## src/rtl/fp_pkg.sv

```systemverilog
// fp_pkg: shared types, defaults and constant helpers for the pipelined floating-point adder.
package fp_pkg;
    localparam int EXP_W_D = 8;
    localparam int MAN_W_D = 23;
    typedef enum logic [1:0] {CL_ZERO, CL_NORM, CL_INF, CL_NAN} fp_class_e;
    typedef struct packed {
        logic special;
        logic nan;
        logic isign;
        logic zsign;
        logic sign;
    } ctl_t;
    function automatic int bias(int ew);
        return (1 << (ew - 1)) - 1;
    endfunction
    // Canonical quiet NaN: sign 0, exponent all ones, fraction MSB only.
    function automatic logic [63:0] qnan_bits(int ew, int mw);
        logic [63:0] r;
        r = '0;
        for (int i = 0; i < ew; i++) r[mw + i] = 1'b1;
        r[mw - 1] = 1'b1;
        return r;
    endfunction
endpackage

```

## src/rtl/fp_lzc.sv

```systemverilog
// fp_lzc: leading-zero counter; returns WD when the input is all zeros.
module fp_lzc #(
    parameter int WD = 28,
    localparam int CW = $clog2(WD + 1)
) (
    input  logic [WD-1:0] d,
    output logic [CW-1:0] cnt
);
    always_comb begin
        cnt = CW'(WD);
        for (int i = 0; i < WD; i++)
            if (d[i]) cnt = CW'(WD - 1 - i);
    end
endmodule

```

## src/rtl/fp_add_pipe.sv

```systemverilog
// fp_add_pipe: three-stage IEEE-754 adder/subtractor (align, add, normalise/round) with RNE,
// flush-to-zero, special-value handling and a global valid/ready stall.
module fp_add_pipe
    import fp_pkg::*;
#(
    parameter int EXP_W = EXP_W_D,
    parameter int MAN_W = MAN_W_D,
    localparam int W = EXP_W + MAN_W + 1
) (
    input  logic         clk,
    input  logic         rst_n,
    input  logic         in_valid,
    output logic         in_ready,
    input  logic [W-1:0] a,
    input  logic [W-1:0] b,
    input  logic         op_sub,
    output logic         out_valid,
    input  logic         out_ready,
    output logic [W-1:0] sum,
    output logic         flg_ovf,
    output logic         flg_unf,
    output logic         flg_nan,
    output logic         flg_inx
);
    localparam int F = MAN_W + 4;
    localparam int LZW = $clog2(F + 2);
    localparam int EW = EXP_W + 2;
    localparam logic [EXP_W-1:0] EMAX = '1;
    localparam logic [EW-1:0] E_INF = EW'(EMAX);
    localparam logic [W-1:0] QNAN = W'(qnan_bits(EXP_W, MAN_W));

    function automatic fp_class_e classify(logic [EXP_W-1:0] e, logic [MAN_W-1:0] f);
        return e == '0 ? CL_ZERO : e != EMAX ? CL_NORM : f == '0 ? CL_INF : CL_NAN;
    endfunction

    logic en;
    fp_class_e ca, cb;
    logic sa, sb, swap;
    logic [W-2:0] ma, mb, mx, my;
    logic [EXP_W-1:0] d, sh;
    logic [F-1:0] sig_x, sig_y, y_sh, y_al;
    ctl_t c1_d, c1, c2;
    logic v1, v2, sub1;
    logic [EXP_W-1:0] e1, e2;
    logic [F-1:0] x1, y1, n;
    logic [F:0] s2_d, s2;
    logic [LZW-1:0] lz2_d, lz2;
    logic [EW-1:0] e_n, e_r;
    logic [MAN_W+1:0] r;
    logic [MAN_W-1:0] frac;
    logic carry, inc, zero, ovf, unf, live;
    logic [W-1:0] res;

    assign en = ~out_valid | out_ready;
    assign in_ready = en;

    // Stage 1: classify, order by magnitude, align the smaller operand.
    assign ca = classify(a[W-2:MAN_W], a[MAN_W-1:0]);
    assign cb = classify(b[W-2:MAN_W], b[MAN_W-1:0]);
    assign sa = a[W-1];
    assign sb = b[W-1] ^ op_sub;
    assign ma = ca == CL_ZERO ? '0 : a[W-2:0];
    assign mb = cb == CL_ZERO ? '0 : b[W-2:0];
    assign swap = mb > ma;
    assign mx = swap ? mb : ma;
    assign my = swap ? ma : mb;
    assign sig_x = {|mx[W-2:MAN_W], mx[MAN_W-1:0], 3'b000};
    assign sig_y = {|my[W-2:MAN_W], my[MAN_W-1:0], 3'b000};
    assign d = mx[W-2:MAN_W] - my[W-2:MAN_W];
    assign sh = d > EXP_W'(F - 1) ? EXP_W'(F - 1) : d;
    assign y_sh = sig_y >> sh;
    assign y_al = {y_sh[F-1:1], y_sh[0] | (|(sig_y & ~({F{1'b1}} << sh)))};
    assign c1_d = '{
        special: ca == CL_INF || ca == CL_NAN || cb == CL_INF || cb == CL_NAN,
        nan:     ca == CL_NAN || cb == CL_NAN || (ca == CL_INF && cb == CL_INF && sa != sb),
        isign:   ca == CL_INF ? sa : sb,
        zsign:   sa & sb,
        sign:    swap ? sb : sa
    };

    // Stage 2: significand add/subtract with one carry bit, then leading-zero count.
    assign s2_d = sub1 ? {1'b0, x1} - {1'b0, y1} : {1'b0, x1} + {1'b0, y1};
    fp_lzc #(.WD(F + 1)) u_lzc (.d(s2_d), .cnt(lz2_d));

    // Stage 3: the count spans the carry bit, so a left shift of lz-1 lands the leading one on the hidden bit.
    assign carry = s2[F];
    assign zero = s2 == '0;
    assign n = carry ? {s2[F:2], |s2[1:0]} : F'(s2 << (lz2 - LZW'(1)));
    assign e_n = EW'(e2) + EW'(1) - (carry ? EW'(0) : EW'(lz2));
    assign inc = n[2] & (n[1] | n[0] | n[3]);
    assign r = {1'b0, n[F-1:3]} + (MAN_W + 2)'(inc);
    assign e_r = e_n + EW'(r[MAN_W+1]);
    assign frac = r[MAN_W+1] ? r[MAN_W:1] : r[MAN_W-1:0];
    assign ovf = ~e_r[EW-1] && e_r >= E_INF;
    assign unf = e_r[EW-1] || e_r == '0;
    assign live = ~c2.special & ~zero;
    assign res = c2.special ? (c2.nan ? QNAN : {c2.isign, EMAX, {MAN_W{1'b0}}})
               : zero ? {c2.zsign, {(W - 1){1'b0}}}
               : ovf ? {c2.sign, EMAX, {MAN_W{1'b0}}}
               : unf ? {c2.sign, {(W - 1){1'b0}}}
               : {c2.sign, e_r[EXP_W-1:0], frac};

    always_ff @(posedge clk or negedge rst_n) begin
        if (!rst_n) begin
            v1 <= 1'b0;
            c1 <= '0;
            sub1 <= 1'b0;
            e1 <= '0;
            x1 <= '0;
            y1 <= '0;
            v2 <= 1'b0;
            c2 <= '0;
            e2 <= '0;
            s2 <= '0;
            lz2 <= '0;
            out_valid <= 1'b0;
            sum <= '0;
            flg_ovf <= 1'b0;
            flg_unf <= 1'b0;
            flg_nan <= 1'b0;
            flg_inx <= 1'b0;
        end else if (en) begin
            v1 <= in_valid;
            c1 <= c1_d;
            sub1 <= sa ^ sb;
            e1 <= mx[W-2:MAN_W];
            x1 <= sig_x;
            y1 <= y_al;
            v2 <= v1;
            c2 <= c1;
            e2 <= e1;
            s2 <= s2_d;
            lz2 <= lz2_d;
            out_valid <= v2;
            sum <= res;
            flg_ovf <= live & ovf;
            flg_unf <= live & unf;
            flg_nan <= c2.special & c2.nan;
            flg_inx <= live & (ovf | unf | (|n[2:0]));
        end
    end
endmodule

```

## config.mk

```make
export PLATFORM = sky130hd
export DESIGN_NAME = fp_add_pipe
export DESIGN_NICKNAME = d
export VERILOG_FILES = /design/src/rtl/fp_pkg.sv /design/src/rtl/fp_lzc.sv /design/src/rtl/fp_add_pipe.sv
export SDC_FILE = /design/constraint.sdc
export NUM_CORES = 1
export LEC_CHECK = 0
export ABC_AREA = 1
export BUFFER_PORTS_ARGS = -buffer_cell sky130_fd_sc_hd__buf_2
export CAP_MARGIN = 25
export CELL_PAD_IN_SITES_DETAIL_PLACEMENT = 0
export CELL_PAD_IN_SITES_GLOBAL_PLACEMENT = 1
export CORE_MARGIN = 10
export CORE_UTILIZATION = 44
export DETAILED_ROUTE_END_ITERATION = 6
export PLACE_DENSITY_LB_ADDON = 0.1
export SETUP_SLACK_MARGIN = 0.02
export SKIP_CTS_REPAIR_TIMING = 1
export SLEW_MARGIN = 15
export SYNTH_ARGS = -nofsm -noshare
export SYNTH_HDL_FRONTEND = slang
export SYNTH_SLANG_ARGS = --single-unit
```

## constraint.sdc

```tcl
create_clock -name clk -period 8.4 [get_ports clk]
set_input_delay 0.84 -clock clk [delete_from_list [all_inputs] [get_ports clk]]
set_output_delay 0.84 -clock clk [all_outputs]
set_load 0.02 [all_outputs]
```

==> run_results.csv <==
group,metric,value,unit
outcome,status,"finished, final reports clean",
die,die_y,204.4,µm
worst_hold_path,min_to,"out_valid$_DFFE_PN0P_",
logic_synthesis,yosys-top-cells-area,"dfrtp_1, nand2_1, o21ai_0",
timing,post-route-period-util,82.76,%
critical_path,max_stage_delay,0.58,ns
logic_synthesis,ys_seq_elements,150,
clocking,cts_tree,"yes",
clocking,cts_buffers,17,
finish,final_cell_mix,"nand2_1, inv_1, o21ai_0",
timing,slew-limit-headroom,36.34,%
timing,fin_tns_setup,0,ns
route,drt_iter0_drc,1290,
global_routing,grt_pass1_vias,15240,
logic_synthesis,synth_cell_types,64,
power_and_ir_drop,p_leak,8.457,nW
route,wl_per_cell,17.95,µm
global_routing,top_usage_layer,"met2",
logic_synthesis,yosys.area_share.xor_xnor,2.920,%
critical_path,end_kind,"flip-flop",
route,drc_errors,0,
route,first_pass_iters,5,
finish,finish.utilization,48.62,%
die,rows,67,
die,core-area,33530,µm²
global_routing,grt.overflow.total,0,
logic_synthesis,synth_nets,2558,
logic_synthesis,syn-instance-count,2389,
critical_path,crit_fanout,23,
route,drt.antenna.violating_nets,0,
die,ios,107,
die,initial_utilization,44.60,%
timing,finalMaxSlewViolations,0,
global_routing,grt_use_met1,35.06,%
die,dieArea,41770,µm²
clocking,cts-root-buf,"clkbuf_16",
power_and_ir_drop,peakVddDrop,0.1660,mV
clocking,cts.clk_slew.worst_paths,0.07,ns
power_and_ir_drop,p_per_area,342.5,nW/µm²
finish,final_common_cell,"nand2_1",
critical_path,cp.required,8.77,ns
global_routing,antenna_found_initial,1,
timing,period_minus_slack,6.952,ns
finish,num_antenna_cells,0,
critical_path,rrSetupSlack,1.45,ns
logic_synthesis,ys_seq_area_share,25.10,%
clocking,clock_latency,0.43,ns
logic_synthesis,synth_top_family_by_area,"simple AND/OR/NAND/NOR gates",
place,io_buffers,106,
critical_path,criticalPathCategory,"flip-flop to flip-flop",
die,die_w,204.4,µm
logic_synthesis,synth_top_flop_cell,"dfrtp_1",
logic_synthesis,synth_compound_area_share,17.84,%
clocking,clockBufferDepth,2,
global_routing,grt_pass1_wl,83750,µm
critical_path,reg2reg_to,"sum[8]$_DFFE_PN0P_",
global_routing,grtUsageMet3,3.218,%
logic_synthesis,avgSynthCellArea,6.261,µm²
critical_path,arrival,7.32,ns
finish,nets,2599,
global_routing,track_usage,24.86,%
logic_synthesis,synth_warnings,0,
finish,synthToLayoutAreaGrowth,9.001,%
global_routing,grt_max_degree,96,
timing,final_hold_viol_count,0,
logic_synthesis,synth_adder_area_share,8.516,%
place,routabilityCongestion,0.9336,
critical_path,reg2regPathDepth,39,
place,hpwl,41560,µm
clocking,cts.sinks,150,
global_routing,use_met2,38.88,%
route,vias_per_cell,5.460,
critical_path,slowest_stage,"inv_1",
timing,fmax,143.9,MHz
logic_synthesis,synth_top_area_share,25.10,%
run,cap_violations,0,
worst_hold_path,hold_depth,2,
logic_synthesis,yosys.area_share.simple,34.14,%
critical_path,cp-startpoint,"lz2[0]$_DFFE_PN0P_",
logic_synthesis,synth_top_area_cell,"dfrtp_1",
logic_synthesis,synth_edf_count,0,
critical_path,r2r_start,"lz2[0]$_DFFE_PN0P_",
logic_synthesis,netlist_area,14960,µm²
timing,rsz0062_at_grt,"no",
timing,setup_viol,0,
critical_path,critPathLaunchType,"flip-flop",
timing,worst_slew_pin_slew,0.9462,ns
worst_hold_path,hold_start,"v2$_DFFE_PN0P_",
timing,finClkSkew,0.01340,ns
route,vias,15784,
logic_synthesis,async_reset_ff_share,100.0,%
finish,layout-drive-gt1-share,8.801,%
route,routed_wl,51890,µm
logic_synthesis,synthMuxAreaShare,0.8031,%
timing,worst_hold_slack,0.4653,ns
worst_hold_path,hold_class,"flip-flop to flip-flop",
clocking,cts-htree-levels,4,
==> logic make-up after synthesis <==
kind of cell,after synthesis
AND/OR/NAND/NOR,1194
multiplexers,12
buffers and inverters,398
AO/OA/AOI/OAI,486
XOR/XNOR,49
flip-flops,150
adder cells (fa/ha/maj),100
==> routing by layer <==
metal,part of all wire [%],vias to the layer above
met5,0.025,-
met4,2.2,2
li1,-,7916
met1,47,7304
met3,5.6,65
met2,45,497
==> how the worst max path moves through the flow <==
stage / endpoint / cells after the start / slack, ns
after CTS: sum[8]$_DFFE_PN0P_ / 39 / 1.46
final: sum[8]$_DFFE_PN0P_ / 39 / 1.45
after floorplan: sum[8]$_DFFE_PN0P_ / 39 / 2.56
after global routing: sum[3]$_DFFE_PN0P_ / 38 / 0.49
after global placement: y1[0]$_DFFE_PN0P_ / 34 / 1.53
after detailed placement: y1[0]$_DFFE_PN0P_ / 34 / 1.44
==> cells in the mapped netlist (8+ instances only) <==
| master | count |
|---|---|
| nand2_1 | 758 |
| inv_1 | 275 |
| o21ai_0 | 263 |
| nand3_1 | 181 |
| dfrtp_1 | 150 |
| nor2_1 | 130 |
| a21oi_1 | 114 |
| ha_1 | 97 |
| clkbuf_1 | 66 |
| xor2_1 | 43 |
| nand4_1 | 30 |
| nor4_1 | 24 |
| nor3_1 | 23 |
| o22ai_1 | 23 |
| buf_2 | 21 |
| o21ai_1 | 16 |
| a21o_1 | 12 |
| mux2i_1 | 12 |
| nand2_2 | 12 |
| inv_2 | 11 |
| o211ai_1 | 9 |
| buf_6 | 8 |
==> cell type report <==
type	instances	area [µm²]
Fill cell	3642	17230
Multi-Input combinational cell	1841	9613
Sequential cell	150	3754
Inverter	294	1106
Timing Repair Buffer	126	686.9
Tap cell	448	560.5
Clock buffer	17	425.4
Clock inverter	15	157.7
==> sequential cells by signal (all words and copies together), names as in the netlist, 5 cells and up <==
| name | flops |
|---|---|
| sum | 32 |
| s2 | 28 |
| y1 | 27 |
| x1 | 24 |
| e1 | 8 |
| e2 | 8 |
| c1 | 5 |
| c2 | 5 |
| lz2 | 5 |
==> per-stage QoR <==
| step | setup WS (ns) | total power [mW] | area (µm²) | cells |
|---|---|---|---|---|
| after floorplan | 2.557 | 3.729 | 14960 | 2389 |
| after global placement | 1.529 | 4.760 | 15720 | 2859 |
| after detailed placement | 1.437 | 4.751 | 15720 | 2859 |
| after CTS | 1.463 | 5.550 | 16300 | 2891 |
| after global routing | 0.4872 | 6.126 | 16300 | 2891 |
| final | 1.448 | 5.584 | 16300 | 2891 |
==> power by group <==
group / total, mW / switching (mW) / internal (mW)
clock: 0.779 / 0.358 / 0.421
combinational: 3.62 / 2.49 / 1.14
sequential: 1.18 / 0.229 / 0.952
==> worst max-delay path, delay by kind of cell (launching register included) <==
family          cells  cell delay, ns
fa+ha+maj           4            1.05
buf+inv             8            1.54
flops               1            0.39
simple gates       18            2.50
xor+xnor            1            0.10
compound gates      8            1.26
(Power assumes the default switching activity.)
